<file path="src/rtl/arbiter_pkg.sv">
// Types and constants for the RAM round-robin arbiter.
package arbiter_pkg;
  typedef enum logic {IDLE, SERVE} arb_state_t;
  localparam logic [31:0] ARB_ERR_WORD = 32'hBAD1BAD1;
endpackage

</file>
<file path="src/rtl/cpu_types_pkg.sv">
// Shared CPU-side types: machine word and RAM handshake state.
package cpu_types_pkg;
  typedef logic [31:0] word_t;
  typedef enum logic [1:0] {FREE, BUSY, ACCESS, ERROR} ramstate_t;
endpackage

</file>
<file path="src/rtl/ram_rr_arbiter_rr_pick.sv">
// Round-robin picker: first set bit of cand scanning ptr, ptr+1, ... mod NREQ.
module rr_pick #(
  parameter int NREQ = 4
) (
  input  logic [NREQ-1:0]         cand,
  input  logic [$clog2(NREQ)-1:0] ptr,
  output logic                    valid,
  output logic [$clog2(NREQ)-1:0] idx
);
  localparam int PW = $clog2(NREQ);

  logic [PW-1:0] j;

  // Scan from the farthest offset down so the offset nearest ptr wins last.
  always_comb begin
    valid = 1'b0;
    idx   = ptr;
    j     = '0;
    for (int i = NREQ - 1; i >= 0; i--) begin
      j = ptr + PW'(i);
      if (cand[j]) begin
        valid = 1'b1;
        idx   = j;
      end
    end
  end
endmodule

</file>
<file path="src/rtl/ram_rr_arbiter.sv">
// Shares one RAM port among NREQ requesters with write-first round-robin
// selection, holds each grant until ACCESS, and force-releases hung grants.
module ram_rr_arbiter
  import cpu_types_pkg::*;
  import arbiter_pkg::*;
#(
  parameter int NREQ        = 4,
  parameter int WRITE_FIRST = 1,
  parameter int TIMEOUT     = 255,
  parameter int TO_W        = 8
) (
  input  logic                    CLK,
  input  logic                    RST,
  input  logic [NREQ-1:0]         req_ren,
  input  logic [NREQ-1:0]         req_wen,
  input  word_t [NREQ-1:0]        req_addr,
  input  word_t [NREQ-1:0]        req_store,
  output logic [NREQ-1:0]         req_wait,
  output word_t [NREQ-1:0]        req_load,
  output logic                    ramREN,
  output logic                    ramWEN,
  output word_t                   ramaddr,
  output word_t                   ramstore,
  input  word_t                   ramload,
  input  ramstate_t               ramstate,
  output logic                    timeout_err,
  output logic [$clog2(NREQ)-1:0] grant_id
);
  localparam int PW      = $clog2(NREQ);
  localparam int TO_LAST = (TIMEOUT > 0) ? TIMEOUT - 1 : 0;

  arb_state_t    state_q, state_d;
  logic [PW-1:0] ptr_q, ptr_d;
  logic [PW-1:0] grant_q, grant_d;
  logic [TO_W-1:0] cnt_q, cnt_d;

  logic [NREQ-1:0] cand;
  logic            pick_vld;
  logic [PW-1:0]   pick_idx;
  logic            g_ren, g_wen, to_hit;

  // Candidate set: pending writes only when write-first applies, else all requests.
  always_comb begin
    if ((WRITE_FIRST != 0) && (|req_wen)) cand = req_wen;
    else                                  cand = req_ren | req_wen;
  end

  rr_pick #(.NREQ(NREQ)) u_pick (
    .cand  (cand),
    .ptr   (ptr_q),
    .valid (pick_vld),
    .idx   (pick_idx)
  );

  assign grant_id = grant_q;

  // Control registers; async reset also kills RAM enables via state_q.
  always_ff @(posedge CLK or posedge RST) begin
    if (RST) begin
      state_q <= IDLE;
      ptr_q   <= '0;
      grant_q <= '0;
      cnt_q   <= '0;
    end else begin
      state_q <= state_d;
      ptr_q   <= ptr_d;
      grant_q <= grant_d;
      cnt_q   <= cnt_d;
    end
  end

  // Next-state logic and RAM/requester outputs.
  always_comb begin
    state_d     = state_q;
    ptr_d       = ptr_q;
    grant_d     = grant_q;
    cnt_d       = cnt_q;
    ramREN      = 1'b0;
    ramWEN      = 1'b0;
    ramaddr     = '0;
    ramstore    = '0;
    req_wait    = '1;
    req_load    = {NREQ{ramload}};
    timeout_err = 1'b0;
    g_ren       = req_ren[grant_q];
    g_wen       = req_wen[grant_q];
    to_hit      = (TIMEOUT != 0) && (cnt_q == TO_W'(TO_LAST));
    case (state_q)
      IDLE: begin
        if (pick_vld) begin
          grant_d = pick_idx;
          state_d = SERVE;
          cnt_d   = '0;
        end
      end
      SERVE: begin
        ramREN   = g_ren & ~g_wen;
        ramWEN   = g_wen;
        ramaddr  = req_addr[grant_q];
        ramstore = req_store[grant_q];
        if (!g_ren && !g_wen) begin
          // Requester withdrew: release without touching ptr or wait bits.
          state_d = IDLE;
          cnt_d   = '0;
        end else if (ramstate == ACCESS) begin
          req_wait[grant_q] = 1'b0;
          state_d = IDLE;
          ptr_d   = grant_q + PW'(1);
          cnt_d   = '0;
        end else if (to_hit) begin
          req_wait[grant_q] = 1'b0;
          req_load[grant_q] = ARB_ERR_WORD;
          timeout_err       = 1'b1;
          state_d = IDLE;
          ptr_d   = grant_q + PW'(1);
          cnt_d   = '0;
        end else begin
          cnt_d = cnt_q + TO_W'(1);
        end
      end
      default: state_d = IDLE;
    endcase
  end
endmodule

</file>
<file path="config.mk">
export PLATFORM = sky130hd
export DESIGN_NAME = ram_rr_arbiter
export DESIGN_NICKNAME = d
export VERILOG_FILES = /design/src/rtl/arbiter_pkg.sv /design/src/rtl/cpu_types_pkg.sv /design/src/rtl/ram_rr_arbiter_rr_pick.sv /design/src/rtl/ram_rr_arbiter.sv
export SDC_FILE = /design/constraint.sdc
export NUM_CORES = 1
export LEC_CHECK = 0
export CAP_MARGIN = 40
export CORE_AREA = 3 3 193 195
export CTS_CLUSTER_DIAMETER = 150
export DETAILED_ROUTE_END_ITERATION = 6
export DIE_AREA = 0 0 196 198
export PLACE_DENSITY = 0.54
export SYNTH_ARGS = -nofsm -noshare
export SYNTH_HDL_FRONTEND = slang
export SYNTH_SLANG_ARGS = --single-unit
</file>
<file path="constraint.sdc">
create_clock -name CLK -period 2 [get_ports CLK]
set_input_delay 0.4 -clock CLK [delete_from_list [all_inputs] [get_ports CLK]]
set_output_delay 0.4 -clock CLK [all_outputs]
set_load 0.05 [all_outputs]
</file>
==> impl_metrics.yaml <==
layout:
  drive_gt1_share_pct: 61.2
  flow.area_growth_from_synthesis_pct: 243
  final_cell_area_sq_um: 13600
  final_nets: 1290
  layout.cells.non_filler: 1445
  nFillCells: 3376
power_and_ir_drop:
  power.density_nw_per_um2: 1080
  p_leak_nw: 5.89
  vdd_drop_max_uv: 699
outcome:
  violations: "setup timing"
  outcome: "finished with violations"
timing:
  period_minus_slack_ps: 2610
  tns_ps: -101380
  hold_viol: 0
  rsz0062_at_grt: "yes"
  final.setup.worst_slack_ps: -609
  whs_ps: 486
  drv_slew: 0
  fin_crit_sh_pct: 130
  relSlewSlack_pct: 66.3
  finalSetupViolations: 205
  clock.fmax_mhz: 383
  fin_skew_ps: 2.97
  max_slew.worst_pin.slew_ps: 505
drt:
  via_per_inst: 3.98
  wire_per_inst_microns: 18.6
  dr.pass1.iters: 6
  drcViolationCount: 0
  initialDrtViolationCount: 136
  antenna_left: 0
  wl_microns: 26900
  via_count: 5756
clock_network:
  cts_root_buf: "clkbuf_16"
  clkTransAtPathRegs_ps: 40
  holdBufCountCts: 0
  cts_made_buffers: 3
  numClockSinks: 13
  htreeDepth: 1
  cts_tree: "done"
  clockBufferDepth: 2
  clock_latency_ps: 240
synthesis:
  yosysTopAreaCellShare_pct: 37.5
  synthFlopType: "dfrtp_1"
  ys.warnings.count: 0
  syn_area_sq_um: 3970
  syn-num-nets: 715
  seq_area_frac_synth_pct: 8.20
  synthCells: 409
  synthTopCellsByArea: "mux4_2 (37%), and2_1 (19%), nand2b_1 (11%), dfrtp_1 (8.2%), buf_6 (2.3%)"
  async_reset_ff_share_pct: 100
  synth_cell_type_count: 46
  synth_top_area_cell: "mux4_2"
  ys_ff_latch: 13
  syn_avg_cell_area_sq_um: 9.70
  synth_edf_count: 0
critical_path:
  crit_path_frequent_cell: "buf_12"
  path_class: "reg2out"
  cp.arrival_ps: 2210
  cp_slowest_stage_delay_ps: 520
  cp_cell_sequence: "mux4_2 > or2_4 > nand3_4 > buf_12 > buf_12 > nand2b_4 > buf_12"
  cp_slowest_cell: "mux4_2"
  cp.buffers_inverters: 3
  cp_top_family: "simple AND/OR/NAND/NOR gates"
  cp-start-kind: "register"
  end_kind: "primary output"
  crit_fanout: 10
  crit_required_ps: 1600
floorplanning:
  rows: 69
  start_util_pct: 11.2
  ios: 501
  core_sq_um: 35600
  dieArea_sq_um: 38800
  die_h_microns: 198
  die_w_microns: 196
place:
  pre_cts_slack_ps: -718
  port_buffers: 500
  dp_hpwl_microns: 23300
  gp_congestion: 0.793
  dp_cells: 1414
  dpl-instance-area_sq_um: 12700
global_route:
  grt_max_degree: 53
  grt_pass1_wl_microns: 37900
  grt_pass1_vias: 6044
  grt_usage_pct: 12.7
  grt.overflow.total: 0
  antenna_found_initial: 1
min_path:
  hold_class: "in2async"
run:
  maxCapViolCount: 0
==> cells in the final DEF (no fill, tap or decap), types with 2 or more instances in the layout <==
cell type	netlist	final
nand2b_4	0	72
dfrtp_2	0	2
mux4_2	66	66
a211oi_1	2	2
nand2_4	0	3
buf_12	0	218
a31o_2	2	2
nand2_1	19	14
buf_16	0	7
or2_2	4	4
nand2_2	0	2
nor2_1	8	7
nand3_2	1	2
o21ai_0	7	7
buf_4	4	59
clkdlybuf4s50_1	0	291
nor4b_1	3	3
a311oi_1	3	3
clkbuf_16	0	4
dlygate4sd2_1	0	8
nand3_4	4	4
o211ai_1	3	3
inv_1	8	8
buf_6	8	13
or4_1	3	3
dfrtp_1	13	10
nand3_1	5	4
and2_2	0	12
o2111ai_1	2	2
buf_8	0	7
ha_1	6	6
and2_4	0	109
==> worst register-to-register path, cell delays in order (launching register included) <==
cell and delay (ps):
dfrtp_4 500, mux4_2 360, buf_4 110, buf_6 90
o21ai_4 70, buf_6 130, buf_6 110, buf_6 120
or4b_4 520, o311ai_4 70
==> synthesized netlist by cell type, types with 2 or more instances <==
cell type,n
and2_1,121
nand2b_1,72
mux4_2,66
nand2_1,19
clkbuf_1,13
dfrtp_1,13
buf_2,10
buf_6,8
inv_1,8
nor2_1,8
o21ai_0,7
ha_1,6
nand3_1,5
buf_4,4
nand3_4,4
or2_2,4
a311oi_1,3
nor4b_1,3
o211ai_1,3
or4_1,3
a211oi_1,2
a31o_2,2
o2111ai_1,2
==> state kept, by name, indices dropped and copies added, names as in the netlist <==
signal,count
cnt_q,8
grant_id,2
ptr_q,2
state_q,1
==> cell type report <==
| class | count | area, sq um | share of cell area [%] |
|---|---|---|---|
| diodes | 1 | 2.50 | 0.0184 |
| clock buffers | 4 | 78.8 | 0.579 |
| inverters | 8 | 30.0 | 0.220 |
| multi-input cells | 353 | 4310 | 31.7 |
| flip-flops and latches | 13 | 332 | 2.43 |
| well taps | 461 | 577 | 4.23 |
| repair buffers | 605 | 8290 | 60.9 |
==> metal layers <==
metal	vias up	share of wire (%)	global-route usage, %
met5	-	0	0
met4	0	1.9	2.46
met3	16	8.6	3.27
met2	347	54	24.4
met1	2749	36	14.1
li1	2644	-	-
==> what timing repair did <==
item | in CTS | in global routing
resized for setup | 110 | 38
setup endpoints to repair | 201 | 204
setup buffers | 6 | 11
pin swaps | 3 | 7
cloned | 10 | 1
==> power by group <==
part           switching (W)  total [W]  internal (W)
Sequential         0.0000845   0.000428      0.000344
Combinational        0.00652     0.0139       0.00737
Clock               0.000105   0.000373      0.000268
Total                0.00671     0.0147       0.00799
==> final timing paths <==
path / from / endpoint / slack, ps / depth (start not counted)
worst max-delay path: grant_id[0]$_DFFE_PP0P_ / req_load[105] / -610 / 7
worst min-delay path: RST / cnt_q[7]$_DFFE_PP0P_ / 490 / 2
worst min register to register: cnt_q[7]$_DFFE_PP0P_ / cnt_q[7]$_DFFE_PP0P_ / 600 / 2
max in group asynchronous: RST / grant_id[0]$_DFFE_PP0P_ / 1130 / 2
worst max register to register: grant_id[0]$_DFFE_PP0P_ / cnt_q[2]$_DFFE_PP0P_ / -170 / 9
min in group CLK: cnt_q[7]$_DFFE_PP0P_ / cnt_q[7]$_DFFE_PP0P_ / 600 / 2
==> stage by stage <==
stage,total power [W],util [%]
3_3_place_gp,0.0132,35.7
6_report,0.0147,38.3
3_5_place_dp,0.0132,35.7
4_1_cts,0.0146,37.8
2_1_floorplan,0.00686,-
5_1_grt,0.0153,38.3
==> cells by family after synthesis <==
family,share of synthesized area (%)
fa+ha+maj,1.89
xor+xnor,0.221
compound gates,5.05
simple gates,40.4
flops,8.20
mux,38.0
buf+inv,6.28
Power figures use the tool's default switching activity.
